===== src/rtl/generic_down_counter.sv =====
// ----------------------------------------------------------------------------
// generic_down_counter
//
// Loadable down-counter. A start value is accepted through a valid/ready load
// handshake, then decremented on every enabled cycle until it reaches zero.
// Reaching zero raises a one-cycle terminal-count pulse. After the pulse the
// block either returns to idle or, with AUTO_RELOAD=1, restarts from the last
// accepted value.
//
// Parameters
//   COUNTER_SIZE : largest loadable count; larger loads saturate to it
//   AUTO_RELOAD  : 1 = restart from the stored value after terminal count
//
// Ports
//   clk        in   clock, rising edge
//   rst_n      in   asynchronous active-low reset
//   load_valid in   load request
//   load_value in   start value, sampled when load_valid && load_ready
//   load_ready out  block can accept a load (idle)
//   enable     in   decrement qualifier while running
//   abort      in   cancel an active count (wins over enable)
//   count      out  current count, registered
//   busy       out  block is not idle
//   tc         out  terminal-count pulse, one cycle
// ----------------------------------------------------------------------------
module generic_down_counter #(
   parameter  int COUNTER_SIZE = 5,
   parameter  bit AUTO_RELOAD  = 1'b0,
   localparam int W            = $clog2(COUNTER_SIZE + 1)
) (
   input  logic         clk,
   input  logic         rst_n,
   input  logic         load_valid,
   input  logic [W-1:0] load_value,
   output logic         load_ready,
   input  logic         enable,
   input  logic         abort,
   output logic [W-1:0] count,
   output logic         busy,
   output logic         tc
);

   localparam logic [W-1:0] MAX_CNT = W'(COUNTER_SIZE);
   localparam logic [W-1:0] ONE     = W'(1);

   typedef enum logic [1:0] {
      S_IDLE = 2'd0,
      S_RUN  = 2'd1,
      S_DONE = 2'd2
   } state_t;

   state_t         r_state;
   logic [W-1:0]   r_count;
   logic [W-1:0]   r_reload;
   logic [W-1:0]   w_load_sat;

   // load_value is W bits wide, so it can exceed COUNTER_SIZE when
   // COUNTER_SIZE+1 is not a power of two; clamp instead of wrapping.
   assign w_load_sat = (load_value > MAX_CNT) ? MAX_CNT : load_value;

   always_ff @(posedge clk or negedge rst_n) begin
      if (!rst_n) begin
         r_state  <= S_IDLE;
         r_count  <= '0;
         r_reload <= '0;
      end else begin
         case (r_state)
            // abort is deliberately ignored here: a load in the same cycle
            // is still taken.
            S_IDLE: begin
               if (load_valid) begin
                  r_reload <= w_load_sat;
                  r_count  <= w_load_sat;
                  r_state  <= (w_load_sat != '0) ? S_RUN : S_DONE;
               end
            end
            S_RUN: begin
               if (abort) begin
                  r_count <= '0;
                  r_state <= S_IDLE;
               end else if (enable) begin
                  if (r_count <= ONE) begin
                     r_count <= '0;
                     r_state <= S_DONE;
                  end else begin
                     r_count <= r_count - ONE;
                  end
               end
            end
            // One-cycle pulse state. A zero reload value falls back to idle
            // so auto-reload cannot spin in DONE forever.
            S_DONE: begin
               if (AUTO_RELOAD && !abort && (r_reload != '0)) begin
                  r_count <= r_reload;
                  r_state <= S_RUN;
               end else begin
                  r_count <= '0;
                  r_state <= S_IDLE;
               end
            end
            default: begin
               r_count <= '0;
               r_state <= S_IDLE;
            end
         endcase
      end
   end

   // Flags are decoded from the registered state only.
   assign count      = r_count;
   assign load_ready = (r_state == S_IDLE);
   assign busy       = (r_state != S_IDLE);
   assign tc         = (r_state == S_DONE);

endmodule


===== config.mk =====
export PLATFORM = sky130hd
export DESIGN_NAME = generic_down_counter
export DESIGN_NICKNAME = d
export VERILOG_FILES = /design/src/rtl/generic_down_counter.sv
export SDC_FILE = /design/constraint.sdc
export NUM_CORES = 1
export LEC_CHECK = 0
export BUFFER_PORTS_ARGS = -buffer_cell sky130_fd_sc_hd__buf_4
export CAP_MARGIN = 5
export CORE_AREA = 5 5 42 44
export DETAILED_ROUTE_END_ITERATION = 16
export DIE_AREA = 0 0 47 49
export PLACE_DENSITY_LB_ADDON = 0.15
export SLEW_MARGIN = 15
export SYNTH_ARGS = -nofsm -noshare
export SYNTH_HDL_FRONTEND = slang
export SYNTH_SLANG_ARGS = --single-unit
export TNS_END_PERCENT = 50

===== constraint.sdc =====
create_clock -name clk -period 2.7 [get_ports clk]
set_clock_uncertainty 0.05 [all_clocks]
set_input_delay 0.135 -clock clk [delete_from_list [all_inputs] [get_ports clk]]
set_output_delay 0.135 -clock clk [all_outputs]
set_load 0.01 [all_outputs]

* Word level (Yosys, flattened, before mapping)
Cells that the tools add are included.
** Word-level totals
- RAM bits :: 0
- Bits in registers :: 5
- Latch bits :: 0
- Memory bits (read-only) :: 0
- Logic and storage cells :: 27
- Memories :: 0
** Operators by class
- Equality and inequality tests :: 5
- Divide/modulo/power cells :: 0
- Reductions and logical operators :: 5
- Shifts and indexed selects :: 0
- $add $sub $neg :: 1
- Mux-type cells :: 12
- $mul :: 0
- Bitwise logic cells :: 0
- Order comparisons :: 2
** Operators with widths (count)
- two-way mux 3 bit :: 5
- two-way mux 2 bit :: 5
- inequality test 3 bit (second input constant) :: 2
- one-hot mux 3 bit (2 select lines) :: 1
- one-hot mux 2 bit (2 select lines) :: 1
- > comparator 3 bit (second input constant) :: 1
- <= comparator 3 x 1 -> 1 bit (second input constant) :: 1
- AND reduction 3 bit :: 1
- nonzero test 3 bit :: 1
- subtractor 3 x 1 -> 3 bit (second input constant) :: 1
- equality test 2 x 1 -> 1 bit (second input constant) :: 1
- equality test 2 bit (second input constant) :: 1
- logical NOT 2 bit :: 1
- inequality test 2 bit (second input constant) :: 1
- AND reduction 2 bit :: 1
- nonzero test 2 bit :: 1

* Logic depth before layout (Yosys ltp)
Gate-level depths: netlist of run 1.
- Word-level depth :: 6
- Mapped depth :: 6

* Worst setup path before layout of run 1
No wires, ideal clock.
- Path kind :: reg-to-reg
- Start point :: reg r_count[1], in the netlist count[1]
- End point :: reg r_count[1], in the netlist count[1]
- Buffers on the path :: 0
- Period minus slack after synthesis :: 1.691 ns
- Arrival time :: 1.572 ns
- Cell stages (with the launch flop) :: 7
- Setup time :: 0.069 ns
- Slack :: 1.009 ns
- Cells stage by stage :: dfrtp_1 -> inv_1 -> ha_1 -> o21bai_1 -> and2b_4 -> or4b_1 -> nand3_1
** Between the ends
- Word-level cells in the longest chain between the ends :: 5
- Elaborated cells between the ends (all ways) :: 6
- Classes of those cells :: 1 x add/sub; 1 x order compare; 4 x mux
** Ends and longest elaborated chain
- from (decl) :: RTL line 53 : logic [W-1:0] r_count;
- from (signal assigned) :: RTL line 73 : r_count <= w_load_sat;
- from (signal assigned) :: RTL line 86 : r_count <= r_count - ONE;
- from (signal assigned) :: RTL line 94 : r_count <= r_reload;
- subtractor 3 x 1 -> 3 bit / <= comparator 3 x 1 -> 1 bit (equally long branches) :: RTL line 86, 82
- two-way mux 3 bit (*) :: RTL line 82 : if (r_count <= ONE) begin
- two-way mux 3 bit (*) :: RTL line 81 : end else if (enable) begin
- two-way mux 3 bit (*) :: RTL line 78 : if (abort) begin
- one-hot mux 3 bit (2 select lines) (*) :: RTL line 67 : case (r_state)
Mark *: on every way between the ends. The rest lies on a longest branch, timed or not. The select of a mux whose other input is x is not followed.
A chain may end at the register's enable or synchronous reset.

* Final worst setup path of run 1
Ends and elaborated chain as after synthesis.

==> results of run 1 <==
==> final timing paths <==
| kind | end | slack (ns) | depth (start not counted) |
|---|---|---|---|
| worst max-delay path | count[1]$_DFFE_PN0P_ | 0.96 | 6 |
| worst min-delay path | r_state[0]$_DFFE_PN0P_ | 0.12 | 2 |
| worst max register to register | count[1]$_DFFE_PN0P_ | 0.96 | 6 |
| worst min register to register | count[1]$_DFFE_PN0P_ | 0.52 | 2 |
| max in group asynchronous | count[0]$_DFFE_PN0P_ | 2.31 | 2 |
| min in group asynchronous | count[2]$_DFFE_PN0P_ | 0.18 | 2 |
==> kinds of logic after synthesis <==
| kind of cell | Yosys count |
|---|---|
| DFF | 5 |
| AOI/OAI and AO/OA | 10 |
| muxes | 1 |
| and+or+nand+nor | 17 |
| adders and majority gates | 2 |
| buffers and inverters | 4 |
==> state kept, by name, indices dropped and copies added, names as in the netlist <==
name     count
count        3
r_state      2
==> worst max-delay path, delay by kind of cell, from the launching register on <==
family	cells	cell delay (ns)
fa+ha+maj	1	0.19
buf+inv	1	0.08
simple gates	3	0.78
flops	1	0.40
compound gates	1	0.17
==> cells in the final DEF (no fill, tap or decap), types with 2 or more instances in the layout <==
cell type / count
a21oi_1: 4
and2b_4: 2
buf_4: 13
clkbuf_4: 3
dfrtp_1: 5
ha_1: 2
inv_1: 4
nand2_1: 2
nor2_1: 3
nor3_1: 2
==> final cells by class <==
class                           count  area share, %
Sequential cell                     5           24.2
Inverter                            4           2.91
Multi-Input combinational cell     30           43.1
Clock buffer                        4           5.08
Tap cell                           16           3.87
Timing Repair Buffer               14           20.8
==> power breakdown <==
group / switching [W] / internal, W / leakage [nW]
logic: 0.000122 / 0.000145 / 0.172
registers: 0.0000430 / 0.000104 / 0.0646
clock network: 0.0000277 / 0.0000557 / 0.0150
total: 0.000193 / 0.000305 / 0.251
==> metrics by stage <==
step | instances | hold slack (ns)
after global routing | 73 | 0.130
after global placement | 68 | -0.106
after detailed placement | 68 | -0.109
final | 73 | 0.122
after CTS | 73 | 0.120
after floorplan | 39 | -0.211
==> per-layer routing <==
metal  track usage, %  up-vias  wire, um
met5                0        -         0
met4             5.53        0         0
met3             3.69        0        61
met2             13.8       12       433
met1             10.9      172       360
li1                 -      179         -
==> timing repair <==
action / 4_1_cts / 5_1_grt
endpoints found under the hold margin: 5 / 0
setup buffers: 0 / 0
endpoints found under the setup margin: 0 / 0
hold buffers: 1 / 0
==> reports/qor.tcl, run 1 <==
set qor(run_status) {finished clean}
set qor(rr_startpoint) {count[1]$_DFFE_PN0P_}
set qor(gr-total-overflow) 0
set qor(track_usage_pct) 9.33
set qor(drc_errors) 0
set qor(post_synth_edffs) 0
set qor(port_buffers) 13
set qor(synth_top_area_share_pct) 34.5
set qor(tritoncts.num_buffers) 3
set qor(htreeDepth) 1
set qor(die-height_um) 49
set qor(cts.sinks) 5
set qor(synthDistinctLibCells) 23
set qor(synth_top_cells_by_area) {dfrtp_1 (34%), ha_1 (6.9%), a21oi_1 (5.5%), and2b_4 (5.5%), inv_1 (4.1%)}
set qor(antenna_left) 0
set qor(worst_min_path_class) {in2reg}
set qor(largest_family_of_logic_cells_by_synthesized_area) {simple AND/OR/NAND/NOR gates}
set qor(yosys_register_bits) 5
set qor(register_area_um2) 125
set qor(ir_drop_uv) 378
set qor(worstSkewPairLatency_ns) 0.24
set qor(slowest_stage_cell_on_the_critical_path) {or4b_1}
set qor(dpl_worst_slack_ns) 0.959
set qor(finalSetupViolations) 0
set qor(mappedNetlistNets) 49
set qor(worst-setup-path-type) {reg2reg}
set qor(core_region_area_um2) 1400
set qor(worst-endpoint-arrival_ns) 1.86
set qor(unrepaired_setup_endpoints_after_global_routing) {false}
set qor(grt_start_max_net_pins) 8
set qor(crit_path_cell_trace) {inv_1 > ha_1 > o21bai_1 > and2b_4 > or4b_1 > nand3_1}
set qor(timing.critical_path.fanout_max) 5
set qor(effective_utilization_at_floorplan_pct) 25.9
set qor(grt_pass1_vias) 382
set qor(num_io_pins) 14
set qor(synth-simple-area-share_pct) 31.7
set qor(finalMaxSlewViolations) 0
set qor(cts.path.max_buffers) 2
set qor(first_iter_violations) 10
set qor(worst_setup_path_start_kind) {register}
set qor(final_hold_viol_count) 0
set qor(tritoncts) {built}
set qor(fin_nets) 68
set qor(synthToLayoutAreaGrowth_pct) 42.4
set qor(async_reset_ff_share_pct) 100
set qor(setup-tns-final_ns) 0
set qor(placed_cell_area_um2) 480
set qor(cts.reportedPaths.clkPinSlew_ns) 0.04
set qor(worstSetupStartpoint) {count[1]$_DFFE_PN0P_}
set qor(avgSynthCellArea_um2) 9.30
set qor(detail_route.vias_per_cell) 4.97
set qor(routabilityCongestion) 0.753
set qor(cap_viol_max_count) 0
set qor(die_outline_area_um2) 2300
set qor(grt_first_pass_wirelength_um) 1550
set qor(cts.repair.resized) 0
set qor(fin_crit_ns) 1.74
set qor(design_area_um2) 517
set qor(fmaxAchievable_mhz) 574
set qor(tightest_slew_ns) 0.326
set qor(maxSlewHeadroom_pct) 78.2
set qor(setup.worst_path.end_class) {register}
set qor(post_synth_xor_area_fraction_pct) 0
set qor(p_leak_nw) 0.251
set qor(synth_compound_area_share_pct) 19.7
set qor(timing.critical_path.required_ns) 2.82
set qor(final_util_pct) 36.9
set qor(synth_area_leader_cell) {dfrtp_1}
set qor(share_of_final_layout_standard_cells_stronger_than_drive_strength_1_pct) 35.1
set qor(avgRoutedWirePerCell_um) 11.7
set qor(worst_slack_ns) 0.956
set qor(number_of_antenna_violations_at_the_first_check_in_global_routing) 0
set qor(routed_wl_um) 855
set qor(multiInputGateArea_um2) 223
set qor(worst_path_largest_cell_delay_ns) 0.50
set qor(synthAdderAreaFrac_pct) 6.90
set qor(detailedRoute.firstPassIterationCount) 4
set qor(placementRows) 14
set qor(yosysMostFrequentCell) {dfrtp_1}
set qor(root_buffer) {clkbuf_4}
set qor(final.period_utilization_pct) 64.6
set qor(fill_cells) 151
set qor(syn-cell-area_um2) 363
set qor(synthCells) 39
set qor(synth.area.mux_share_pct) 3.10
set qor(powerDensity_nw_per_um2) 965
set qor(yosysWarnings) 0
set qor(die_w_um) 47
set qor(n_antenna_cell) 0
set qor(netlist_top_cells_count) {dfrtp_1 (5), a21oi_1 (4), inv_1 (4)}
set qor(num_vias) 363
set qor(yosysSeqAreaShare_pct) 34.5
set qor(hold_path.startpoint) {load_valid}
set qor(fin_total_pwr_w) 0.000498
set qor(ys.flop_type) {dfrtp_1}
set qor(post-dp-hpwl_um) 730
Note: power is estimated with default switching activity, not from simulation.
==> inputs of run 2 (changes only) <==
ABC_AREA = 1   (was default)
clock period = 1.68 ns   (was 2.7 ns; I/O delays follow)
==> reports/qor.tcl, run 2 <==
set qor(num_io_pins) 14 ;# unchanged
set qor(p_sw_share_pct) 45.2 ;# was 38.8%
set qor(hold_buf_cts) 1 ;# unchanged
set qor(core_region_area_um2) 1400 ;# unchanged
set qor(number_of_antenna_violations_at_the_first_check_in_global_routing) 0 ;# unchanged
set qor(finalMaxSlewViolations) 0 ;# unchanged
set qor(antenna_left) 0 ;# unchanged
set qor(detail_route.vias_per_cell) 4.32 ;# was 4.97
set qor(netlist_top_cells_count) {nand2_1 (21), inv_1 (10), dfrtp_1 (5)} ;# was dfrtp_1 (5), a21oi_1 (4), inv_1 (4)
set qor(avgSynthCellArea_um2) 6.78 ;# was 9.30 um^2
set qor(powerDensity_nw_per_um2) 1660 ;# was 965 nW/um^2
set qor(die_w_um) 47 ;# unchanged
set qor(synthToLayoutAreaGrowth_pct) 39.8 ;# was 42.4%
set qor(die-height_um) 49 ;# unchanged
set qor(tritoncts.num_buffers) 3 ;# unchanged
set qor(multiInputGateArea_um2) 213 ;# was 223 um^2
set qor(placementRows) 14 ;# unchanged
set qor(worst_slack_ns) 0.364 ;# was 0.956 ns
set qor(cap_viol_max_count) 0 ;# unchanged
set qor(mappedNetlistNets) 67 ;# was 49
set qor(clock_network_fraction_of_total_power_pct) 15.0 ;# was 16.7%
set qor(worst_min_path_class) {in2reg} ;# unchanged
set qor(ir_drop_uv) 562 ;# was 378 uV
set qor(syn-cell-area_um2) 387 ;# was 363 um^2
set qor(ys.flop_type) {dfrtp_1} ;# unchanged
set qor(grt_start_max_net_pins) 8 ;# unchanged
set qor(timing.critical_path.fanout_max) 5 ;# unchanged
set qor(worstSkewPairLatency_ns) 0.24 ;# about the same
set qor(cts.repair.resized) 0 ;# unchanged
set qor(cts.path.max_buffers) 2 ;# unchanged
set qor(first_iter_violations) 3 ;# was 10
set qor(routed_wl_um) 775 ;# was 855 um
set qor(final.period_utilization_pct) 78.3 ;# was 64.6%
set qor(final_cell_mix) {nand2_1 (21), buf_4 (13), inv_1 (10), dfrtp_1 (5), nand3_1 (4)} ;# was buf_4 (13), dfrtp_1 (5), inv_1 (4), a21oi_1 (4)
set qor(cts.sinks) 5 ;# unchanged
set qor(htreeDepth) 1 ;# unchanged
set qor(port_buffers) 13 ;# unchanged
set qor(synth_top_area_share_pct) 32.4 ;# was 34.5%
set qor(grt_first_pass_wirelength_um) 1330 ;# was 1550 um
set qor(grt_pass1_vias) 376 ;# was 382
set qor(synthCells) 57 ;# was 39
set qor(largest_reg_flops) 3 ;# unchanged
set qor(tightest_slew_ns) 0.236 ;# was 0.326 ns
set qor(drc_errors) 0 ;# unchanged
set qor(share_of_final_layout_standard_cells_stronger_than_drive_strength_1_pct) 32.0 ;# was 35.1%
set qor(gr-total-overflow) 0 ;# unchanged
set qor(detailedRoute.firstPassIterationCount) 3 ;# was 4
set qor(effective_utilization_at_floorplan_pct) 27.6 ;# was 25.9%
set qor(synth_top_cells_by_area) {dfrtp_1 (32%), nand2_1 (20%), inv_1 (9.7%), ha_1 (6.5%), nand3_1 (5.2%)} ;# was dfrtp_1 (34%), ha_1 (6.9%), a21oi_1 (5.5%), and2b_4 (5.5%), inv_1 (4.1%)
set qor(async_reset_ff_share_pct) 100 ;# unchanged
set qor(finalSetupViolations) 0 ;# unchanged
set qor(layoutNonFillerInstCount) 91 ;# was 73
set qor(fin_nets) 86 ;# was 68
set qor(p_leak_nw) 0.315 ;# was 0.251 nW
set qor(setup-tns-final_ns) 0 ;# unchanged
set qor(fmaxAchievable_mhz) 760 ;# was 574 MHz
set qor(synthDistinctLibCells) 16 ;# was 23
set qor(post_synth_edffs) 0 ;# unchanged
set qor(tritoncts) {built} ;# unchanged
set qor(reg2reg_setup_slack_ns) 0.36 ;# was 0.96 ns
set qor(routabilityCongestion) 0.676 ;# was 0.753
set qor(die_outline_area_um2) 2300 ;# unchanged
set qor(post-dp-hpwl_um) 670 ;# was 730 um
set qor(worst_setup_path_start_kind) {register} ;# unchanged
set qor(num_vias) 393 ;# was 363
set qor(placedCellCount) 86 ;# was 68
set qor(yosysSeqAreaShare_pct) 32.4 ;# was 34.5%
set qor(yosysWarnings) 0 ;# unchanged
set qor(yosysMostFrequentCell) {nand2_1} ;# was dfrtp_1
set qor(timing.critical_path.required_ns) 1.74 ;# was 2.82 ns
set qor(register_area_um2) 125 ;# unchanged
set qor(run_status) {finished clean} ;# unchanged
set qor(worst-setup-path-type) {reg2reg} ;# unchanged
set qor(fin_crit_ns) 1.32 ;# was 1.74 ns
set qor(track_usage_pct) 8.22 ;# was 9.33%
set qor(p_int_w) 0.000491 ;# was 0.000305 W
set qor(dpl_worst_slack_ns) 0.378 ;# was 0.959 ns
set qor(share_comb_of_total_power_pct) 60.0 ;# was 53.7%
set qor(avgRoutedWirePerCell_um) 8.52 ;# was 11.7 um
set qor(synth_area_leader_cell) {dfrtp_1} ;# unchanged
set qor(fill_cells) 159 ;# was 151
set qor(final_common_cell) {nand2_1} ;# was buf_4
set qor(setup.worst_path.end_class) {register} ;# unchanged
set qor(sequentialPowerShare_pct) 25.0 ;# was 29.5%
set qor(net-switching-power_w) 0.000405 ;# was 0.000193 W
set qor(cts.reportedPaths.clkPinSlew_ns) 0.04 ;# about the same
set qor(yosys_register_bits) 5 ;# unchanged
set qor(final_hold_viol_count) 0 ;# unchanged
set qor(worst-endpoint-arrival_ns) 1.38 ;# was 1.86 ns
set qor(post-cts-setup-buffers) 0 ;# unchanged
set qor(root_buffer) {clkbuf_4} ;# unchanged
set qor(maxSlewHeadroom_pct) 84.1 ;# was 78.2%
set qor(n_antenna_cell) 0 ;# unchanged
set qor(unrepaired_setup_endpoints_after_global_routing) {false} ;# unchanged
==> run 2: worst paths after layout <==
path | startpoint | end | cells past startpoint
max | count[1]$_DFFE_PN0P_ | r_state[0]$_DFFE_PN0P_ | 7
min | load_value[2] | count[2]$_DFFE_PN0P_ | 5
max reg2reg | count[1]$_DFFE_PN0P_ | r_state[0]$_DFFE_PN0P_ | 7
min reg2reg | count[1]$_DFFE_PN0P_ | count[1]$_DFFE_PN0P_ | 2
max in group asynchronous | rst_n | r_state[0]$_DFFE_PN0P_ | 2
min in group asynchronous | rst_n | count[1]$_DFFE_PN0P_ | 2
==> run 2: area by class of cell <==
type                       instances  area share (%)
tap                               16            3.70
clock buffer                       4            4.86
timing repair buffer              14            19.9
multi-input combinational         39            39.4
inverter                          13            9.03
sequential                         5            23.1
==> run 2: cell families (layout without fill, tap and decap cells) <==
kind of cell               Yosys count  in the layout  share of synthesized area [%]
DFF                                  5              5                           32.4
and+or+nand+nor                     32             32                           38.5
adders and majority gates            2              2                           6.47
buffers and inverters               13             31                           12.6
AOI/OAI and AO/OA                    5              5                           10.0
==> run 2: power by group through the flow <==
stage	Sequential [W]	Clock (W)	Combinational [W]
2_1_floorplan	0.000229	0	0.000353
3_3_place_gp	0.000227	0	0.000543
3_5_place_dp	0.000226	0	0.000545
4_1_cts	0.000225	0.000141	0.000551
5_1_grt	0.000234	0.000145	0.000619
6_report	0.000224	0.000134	0.000537
==> run 2: per-stage QoR <==
stage	cell area, um^2	util [%]	total power, W	hold WS (ns)
floorplan	387	-	0.000582	-0.262
global placement	504	36.0	0.000770	-0.162
detailed placement	504	36.0	0.000771	-0.164
CTS	541	38.6	0.000917	0.108
global route	541	38.6	0.000998	0.150
finish	541	38.6	0.000895	0.118
==> run 2: worst max-delay path, cell delays in order, from the launching register on <==
cell     delay (ns)
dfrtp_1        0.40
inv_1          0.09
ha_1           0.14
inv_1          0.04
o21ai_0        0.06
nand2_1        0.13
o21ai_0        0.18
o31ai_1        0.09
==> run 2: per-layer routing <==
layer / vias to the layer above / track usage, % / share of wire (%)
met5: - / 0 / 0
met1: 171 / 8.30 / 41
met3: 4 / 1.48 / 5.2
met2: 10 / 12.2 / 49
li1: 208 / - / -
met4: 0 / 9.68 / 4.4
==> inputs of run 3 (changes only) <==
clock period = 1.35 ns   (was 1.68 ns; I/O delays follow)
==> reports/qor.tcl, run 3 (synthesis results as in run 2) <==
set qor(effective_utilization_at_floorplan_pct) 27.6 ;# unchanged
set qor(root_buffer) {clkbuf_4} ;# unchanged
set qor(setup-tns-final_ns) 0 ;# unchanged
set qor(worst_path_largest_cell_delay_ns) 0.38 ;# was 0.40 ns
set qor(maxSlewHeadroom_pct) 83.4 ;# was 84.1%
set qor(timing.critical_path.required_ns) 1.43 ;# was 1.74 ns
set qor(core_region_area_um2) 1400 ;# unchanged
set qor(clock_network_fraction_of_total_power_pct) 14.1 ;# was 15.0%
set qor(avgRoutedWirePerCell_um) 8.56 ;# was 8.52 um
set qor(crit_path_frequent_cell) {nand2_1}
set qor(first_iter_violations) 7 ;# was 3
set qor(tightest_slew_ns) 0.247 ;# was 0.236 ns
set qor(p_sw_share_pct) 44.7 ;# was 45.2%
set qor(finalSetupViolations) 0 ;# unchanged
set qor(routed_wl_um) 805 ;# was 775 um
set qor(sequentialPowerShare_pct) 23.3 ;# was 25.0%
set qor(powerDensity_nw_per_um2) 2090 ;# was 1660 nW/um^2
set qor(detailedRoute.firstPassIterationCount) 2 ;# was 3
set qor(fmaxAchievable_mhz) 817 ;# was 760 MHz
set qor(fin_nets) 89 ;# was 86
set qor(largest_reg_flops) 3 ;# unchanged
set qor(share_comb_of_total_power_pct) 62.6 ;# was 60.0%
set qor(grt_pass1_vias) 352 ;# was 376
set qor(slowest_stage_cell_on_the_critical_path) {dfrtp_1} ;# unchanged
set qor(die_outline_area_um2) 2300 ;# unchanged
set qor(grt_first_pass_wirelength_um) 1350 ;# was 1330 um
set qor(finalMaxSlewViolations) 0 ;# unchanged
set qor(timing.critical_path.fanout_max) 5 ;# unchanged
set qor(number_of_antenna_violations_at_the_first_check_in_global_routing) 0 ;# unchanged
set qor(cts.path.max_buffers) 2 ;# unchanged
set qor(final_cell_mix) {nand2_1 (20), buf_4 (16), inv_1 (9)} ;# was nand2_1 (21), buf_4 (13), inv_1 (10), dfrtp_1 (5), nand3_1 (4)
set qor(tritoncts) {built} ;# unchanged
set qor(unrepaired_setup_endpoints_after_global_routing) {false} ;# unchanged
set qor(crit_path_cell_trace) {inv_2 > ha_2 > inv_1 > o21ai_1 > nand2_2 > nand3_1 > nand2_1 > nand2_1 > nand2_1} ;# was inv_1 > ha_1 > inv_1 > o21ai_0 > nand2_1 > o21ai_0 > o31ai_1
set qor(run_status) {finished clean} ;# unchanged
set qor(cts.sinks) 5 ;# unchanged
set qor(ir_drop_uv) 793 ;# was 562 uV
set qor(num_io_pins) 14 ;# unchanged
set qor(detail_route.vias_per_cell) 4.19 ;# was 4.32
set qor(final.period_utilization_pct) 90.7 ;# was 78.3%
set qor(p_int_w) 0.000660 ;# was 0.000491 W
set qor(worstSkewPairLatency_ns) 0.24 ;# about the same
set qor(cp_top_family) {flip-flops} ;# unchanged
set qor(grt_start_max_net_pins) 8 ;# unchanged
set qor(worst-endpoint-arrival_ns) 1.30 ;# was 1.38 ns
set qor(layoutNonFillerInstCount) 94 ;# was 91
set qor(antenna_left) 0 ;# unchanged
set qor(worst_setup_path_start_kind) {register} ;# unchanged
set qor(share_of_final_layout_standard_cells_stronger_than_drive_strength_1_pct) 39.7 ;# was 32.0%
set qor(port_buffers) 13 ;# unchanged
set qor(worst_min_path_class) {in2reg} ;# unchanged
set qor(post-dp-hpwl_um) 667 ;# was 670 um
set qor(die_w_um) 47 ;# unchanged
set qor(gr-total-overflow) 0 ;# unchanged
set qor(fin_crit_ns) 1.22 ;# was 1.32 ns
set qor(setup.worst_path.end_class) {register} ;# unchanged
set qor(cp.buffers_inverters) 2 ;# unchanged
set qor(num_vias) 394 ;# was 393
set qor(die-height_um) 49 ;# unchanged
set qor(n_antenna_cell) 0 ;# unchanged
set qor(htreeDepth) 1 ;# unchanged
set qor(final_hold_viol_count) 0 ;# unchanged
set qor(track_usage_pct) 8.34 ;# was 8.22%
set qor(worst-setup-path-type) {reg2reg} ;# unchanged
set qor(cap_viol_max_count) 0 ;# unchanged
set qor(tritoncts.num_buffers) 3 ;# unchanged
set qor(p_leak_nw) 0.327 ;# was 0.315 nW
set qor(synthToLayoutAreaGrowth_pct) 47.2 ;# was 39.8%
set qor(placementRows) 14 ;# unchanged
set qor(hold-worst-slack_ns) 0.0976 ;# was 0.118 ns
set qor(placedCellCount) 87 ;# was 86
set qor(routabilityCongestion) 0.677 ;# was 0.676
set qor(net-switching-power_w) 0.000533 ;# was 0.000405 W
set qor(final_common_cell) {nand2_1} ;# unchanged
set qor(cts.reportedPaths.clkPinSlew_ns) 0.04 ;# about the same
set qor(drc_errors) 0 ;# unchanged
## run 3: changes by cell type in the layout (fill, tap and decap cells not counted), sizes merged
cell	previous run	this run
buf	13	16
## run 3: repair_timing
item | 4_1_cts | 5_1_grt
endpoints found under the setup margin | 0 | 5
resized for setup | 0 | 6
endpoints found under the hold margin | 5 | 0
setup buffers | 0 | 2
hold buffers | 1 | 0
## run 3: layout make-up
class                      instances  area [um^2]
tap                               16         20.0
timing repair buffer              17          130
sequential                         5          126
inverter                          13         48.8
clock buffer                       4         26.3
fill                             172          832
multi-input combinational         39          218
## run 3: worst paths after layout
kind                                      start              endpoint  slack [ns]  cells past startpoint
setup reg to reg           count[1]$_DFFE_PN0P_  count[2]$_DFFE_PN0P_        0.13                      9
min in group asynchronous                 rst_n  count[1]$_DFFE_PN0P_        0.11                      2
hold reg to reg            count[2]$_DFFE_PN0P_  count[2]$_DFFE_PN0P_        0.48                      2
hold / removal                    load_value[2]  count[2]$_DFFE_PN0P_         0.1                      5
max in group asynchronous                 rst_n  count[0]$_DFFE_PN0P_        1.02                      2
setup / recovery           count[1]$_DFFE_PN0P_  count[2]$_DFFE_PN0P_        0.13                      9
## run 3: worst reg2reg max path: stages, from the launching register on
cell	delay, ns
dfrtp_1	0.38
inv_2	0.06
ha_2	0.15
inv_1	0.03
o21ai_1	0.08
nand2_2	0.11
nand3_1	0.09
nand2_1	0.06
nand2_1	0.05
nand2_1	0.05
## run 3: power groups by stage
stage	clock, W	combinational, W	sequential (W)
finish	0.000168	0.000746	0.000278
global route	0.000193	0.000850	0.000288
CTS	0.000178	0.000704	0.000275
detailed placement	0	0.000699	0.000277
global placement	0	0.000699	0.000276
floorplan	0	0.000439	0.000285
## run 3: metal layers
| metal | GRT usage, % | share of wire [%] |
|---|---|---|
| met4 | 6.91 | 0 |
| met2 | 12.0 | 51 |
| met3 | 2.21 | 2.9 |
| met5 | 0 | 0 |
| met1 | 9.78 | 46 |
## run 3: per-stage QoR
step | utilization (%) | worst slack, ns | power, W | instance area (um^2)
finish | 40.6 | 0.126 | 0.00119 | 569
global route | 40.6 | 0.0175 | 0.00133 | 569
CTS | 39.1 | 0.0303 | 0.00116 | 548
detailed placement | 36.5 | 0.0401 | 0.000976 | 512
global placement | 36.5 | 0.0501 | 0.000975 | 512
floorplan | - | 0.116 | 0.000725 | 387
